File: src/rtl/noc_input_port.sv
// Router input port: buffers single-flit packets in a FIFO, XY-routes the head flit,
// requests its output port and forwards the flit through a register stage when granted.
`timescale 1ns/1ps
module noc_input_port #(
  parameter int NUM_PORTS  = 5,
  parameter int FLIT_WIDTH = 32,
  parameter int DEPTH      = 4,
  parameter int ROUTER_X   = 0,
  parameter int ROUTER_Y   = 0
) (
  input  logic                  clk,
  input  logic                  rst,
  input  logic [FLIT_WIDTH-1:0] in_flit,
  input  logic                  in_valid,
  output logic                  in_ready,
  output logic [NUM_PORTS-1:0]  route_req,
  input  logic                  grant,
  output logic [FLIT_WIDTH-1:0] out_flit,
  output logic                  out_valid,
  output logic [NUM_PORTS-1:0]  out_port,
  output logic [15:0]           fwd_count
);

  localparam int PTR_W = $clog2(DEPTH);
  localparam int CNT_W = PTR_W + 1;
  localparam logic [CNT_W-1:0] FULL = CNT_W'(DEPTH);
  localparam logic [3:0] RX = 4'(ROUTER_X);
  localparam logic [3:0] RY = 4'(ROUTER_Y);

  localparam int P_LOCAL = 0;
  localparam int P_NORTH = 1;
  localparam int P_EAST  = 2;
  localparam int P_SOUTH = 3;
  localparam int P_WEST  = 4;

  logic [FLIT_WIDTH-1:0] mem [DEPTH];
  logic [PTR_W-1:0]      wr_ptr, rd_ptr;
  logic [CNT_W-1:0]      count;
  logic                  push, pop, not_empty;
  logic [FLIT_WIDTH-1:0] head_flit_p0;
  logic [NUM_PORTS-1:0]  head_port_p0;

  logic [FLIT_WIDTH-1:0] flit_p1;
  logic [NUM_PORTS-1:0]  port_p1;
  logic                  vld_p1;
  logic [15:0]           fwd_cnt;

  // X is settled completely before Y is considered, which keeps the mesh deadlock-free.
  function automatic logic [NUM_PORTS-1:0] xy_route(input logic [3:0] dx, input logic [3:0] dy);
    logic [NUM_PORTS-1:0] oh;
    oh = '0;
    if (dx > RX)      oh[P_EAST]  = 1'b1;
    else if (dx < RX) oh[P_WEST]  = 1'b1;
    else if (dy > RY) oh[P_NORTH] = 1'b1;
    else if (dy < RY) oh[P_SOUTH] = 1'b1;
    else              oh[P_LOCAL] = 1'b1;
    return oh;
  endfunction

  assign not_empty = (count != '0);
  assign in_ready  = (count != FULL);
  assign push      = in_valid & in_ready;
  assign pop       = grant & not_empty;

  // Stage p0: head of FIFO and its combinational route
  assign head_flit_p0 = mem[rd_ptr];
  assign head_port_p0 = xy_route(head_flit_p0[FLIT_WIDTH-1 -: 4], head_flit_p0[FLIT_WIDTH-5 -: 4]);
  assign route_req    = not_empty ? head_port_p0 : '0;

  always_ff @(posedge clk) begin
    if (push) mem[wr_ptr] <= in_flit;
  end

  always_ff @(posedge clk) begin
    if (rst) begin
      wr_ptr  <= '0;
      rd_ptr  <= '0;
      count   <= '0;
      vld_p1  <= 1'b0;
      fwd_cnt <= '0;
    end else begin
      if (push) wr_ptr <= wr_ptr + PTR_W'(1);
      if (pop)  rd_ptr <= rd_ptr + PTR_W'(1);
      case ({push, pop})
        2'b10:   count <= count + CNT_W'(1);
        2'b01:   count <= count - CNT_W'(1);
        default: count <= count;
      endcase
      vld_p1 <= pop;
      if (pop) fwd_cnt <= fwd_cnt + 16'd1;
    end
  end

  // Stage p1: registered forwarded flit, held between pops
  always_ff @(posedge clk) begin
    if (rst) begin
      flit_p1 <= '0;
      port_p1 <= '0;
    end else if (pop) begin
      flit_p1 <= head_flit_p0;
      port_p1 <= head_port_p0;
    end
  end

  assign out_flit  = flit_p1;
  assign out_port  = port_p1;
  assign out_valid = vld_p1;
  assign fwd_count = fwd_cnt;

endmodule

File: config.mk
export PLATFORM = sky130hd
export DESIGN_NAME = noc_input_port
export DESIGN_NICKNAME = d
export VERILOG_FILES = /design/src/rtl/noc_input_port.sv
export SDC_FILE = /design/constraint.sdc
export NUM_CORES = 1
export LEC_CHECK = 0
export CAP_MARGIN = 20
export CORE_ASPECT_RATIO = 1.1
export CORE_MARGIN = 2
export CORE_UTILIZATION = 55
export DETAILED_ROUTE_END_ITERATION = 10
export PLACE_DENSITY = 0.8
export SLEW_MARGIN = 20
export SYNTH_ARGS = -nofsm -noshare
export SYNTH_HDL_FRONTEND = slang
export SYNTH_SLANG_ARGS = --single-unit
export TNS_END_PERCENT = 5
File: constraint.sdc
create_clock -name clk -period 3.6 [get_ports clk]
set_clock_uncertainty 0.05 [all_clocks]
set_input_delay 0.36 -clock clk [delete_from_list [all_inputs] [get_ports clk]]
set_output_delay 0.36 -clock clk [all_outputs]
set_load 0.02 [all_outputs]
==> out/qor.txt <==
outcome = finished clean
final core occ = 68.9%
Slew headroom = 40.4%
fillers = 845
wire per inst = 18.3 um
final wirelength = 13400 um
DP Cell Count = 700
Setup crit start kind = flop
clk buf depth = 2
pin count of the biggest net entering global routing = 46
I/O pin count = 96
H-Tree Depth = 4
Worst EP required = 3190 ps
# hold bufs at CTS = 0
unrepaired setup endpoints after global routing = false
latest clock arrival within the worst-skew pair = 430 ps
period utilization = 90.7%
Post-Syn Area = 7130 um2
mux cell area share after synthesis = 10.8%
fin area = 8710 um2
Layout Cells excl Fill = 732
Root Driver = clkbuf_16
total grt overflow = 0
CTS clk-pin slew, worst paths = 60 ps
Vias/cell = 5.57
DR WL met3 = 758 um
PwrDens = 692 nW/um2
CTS tree = done
post-synthesis cell count = 469
Area Overhead vs Synth = 22.1%
DRC = 0
placed cell area = 8160 um2
post-CTS resize count = 0
row count = 43
drt initial violations = 289
critical path fanouts, max = 9
Pleak = 0.00285 uW
Die Y = 123 um
max layer used = met4
Post-Synth Adder-Cell Area = 1.33%
kind of critical path = reg -> out
Power, Total = 6020 uW
main combinational cell family by area after synthesis = multiplexers
synth warn = 0
global-route wire length before repair = 21100 um
GPL Wtd Cong = 0.792
top area cells in the synthesized netlist = edfxtp_1 (54%), dfxtp_1 (17%), mux4_2 (8.5%)
Arr. time, crit path = 2860 ps
leading cell type in the layout, fill and taps excluded = edfxtp_1
CTS sink cnt = 189
min Tclk post-route = 3270 ps
flop and latch count out of synthesis = 189
VDD IR max = 0.423 mV
All-Layer GR Usage = 20.3%
Initial Util = 56.4%
CP max stage cell = mux4_1
Hold Path Class = reg -> reg
post-CTS setup buffer count = 0
crit-path max cell delay = 660 ps
# setup viols final = 0
final slew viol count = 0
Setup TNS = 0 ps
most frequent cells in the layout = edfxtp_1 (128), clkdlybuf4s50_1 (90), nand2_1 (76)
Yosys cell types = 40
vias = 4080
Setup crit end kind = output pin
Layout Nets = 605
Inserted Clock Buffers = 17
# Max-Cap Violations = 0
area leader, netlist = edfxtp_1
hpwl dp = 8230 um
Fmax = 306 MHz
Initial DRT Pass Iterations = 4
initial antenna violation count = 0
vias in the first global route = 4183
share of cells above drive strength 1 = 13.6%
Synth Area per Inst = 15.2 um2
Yosys top cell area share = 53.9%
Compound-Gate Fraction of Synth Area = 3.63%
PortBufs = 91
die area = 13900 um2
XOR/XNOR share of the synthesized area = 1.60%
ANT cells = 0
Multi-input gate area = 1910 um2
sequential element share of the synthesized area = 71.0%
fraction of the mapped netlist area in simple logic gates = 9.02%
M1 WL = 5370 um
Reg area = 5070 um2
Die X = 113 um
Critical Path, Cell by Cell = mux4_1 > or4_4 > nor2_1 > clkdlybuf4s50_1
Final Hold Fails = 0
post-route ant nets = 0
measured slew at the worst slew-check pin = 894 ps
met2 WL = 7090 um
Core ar. = 12600 um2
## flip-flops by register name (all words and copies together), names as in the netlist, named ones only
name / count
out_port: 3
count: 3
mem: 128
out_valid: 1
fwd_count: 16
rd_ptr: 2
wr_ptr: 2
out_flit: 32
## cells in the mapped netlist
library cell  count
a211oi_1          1
a21oi_1          41
a21oi_2           1
and2_1            1
and3_1            6
and4_1            1
buf_1             3
buf_12            1
buf_2             7
buf_4             4
buf_6             1
clkbuf_1         10
conb_1            1
dfxtp_1          61
edfxtp_1        128
fa_1              1
ha_1              6
inv_1             8
inv_2             1
mux2_2            3
mux4_1            5
mux4_2           27
nand2_1          76
nand2b_1          1
nand3_1           8
nand3_2           1
nand4_1           3
nor2_1           23
nor2b_1           3
nor3_1            4
nor4_1            4
nor4_4            1
o21ai_0           5
o31ai_2           1
or3_1             5
or3b_1            1
or4_1             1
or4_4             1
xnor2_1           6
xor2_1            7
## path summary, 6_finish.rpt
| path | slack [ps] | depth (start not counted) | endpoint | startpoint |
|---|---|---|---|---|
| min reg2reg | 400 | 2 | out_flit[18]$_SDFFE_PP0P_ | out_flit[18]$_SDFFE_PP0P_ |
| max reg2reg | 970 | 9 | count[2]$_SDFFE_PP0P_ | count[2]$_SDFFE_PP0P_ |
| min | 400 | 2 | out_flit[18]$_SDFFE_PP0P_ | out_flit[18]$_SDFFE_PP0P_ |
| max | 330 | 4 | route_req[0] | flop |
## logic make-up (layout without fill, tap and decap cells)
kind of cell / Yosys count / in the layout
compound gates: 49 / 49
xor+xnor: 13 / 13
fa+ha+maj: 7 / 7
buf+inv: 35 / 138
flops: 189 / 189
mux: 35 / 35
other cells: 1 / 4
simple gates: 140 / 140
## layout make-up
cell class,count,share of cell area (%)
tap,157,2.26
sequential,189,58.2
inverter,9,0.388
multi-input combinational,248,22.0
timing repair buffer,97,10.9
clock buffer,17,4.89
clock inverter,15,1.41
## through the flow
stage | setup WS, ps | hold WS, ps
2_1_floorplan | 1170 | 409
3_3_place_gp | 771 | 392
3_5_place_dp | 765 | 397
4_1_cts | 296 | 407
5_1_grt | 156 | 430
6_report | 335 | 404
## per-layer routing
layer  global-route usage (%)  vias to the layer above
met5                        0                        -
met4                     8.00                        0
met3                     5.15                       15
met2                     35.3                      128
met1                     24.5                     2020
li1                         -                     1917
## power breakdown
part | total (uW) | internal [uW] | leakage (uW) | switching, uW
clock network | 1730 | 949 | 0.000272 | 785
registers | 2780 | 2620 | 0.00167 | 158
logic | 1510 | 680 | 0.000911 | 830
## critical path: cells and delay by family (launching register included)
family                 cells  cell delay [ps]
multiplexers               1              660
buffers and inverters      1              620
flip-flops                 1              490
AND/OR/NAND/NOR            2              670
Power figures use the tool's default switching activity.
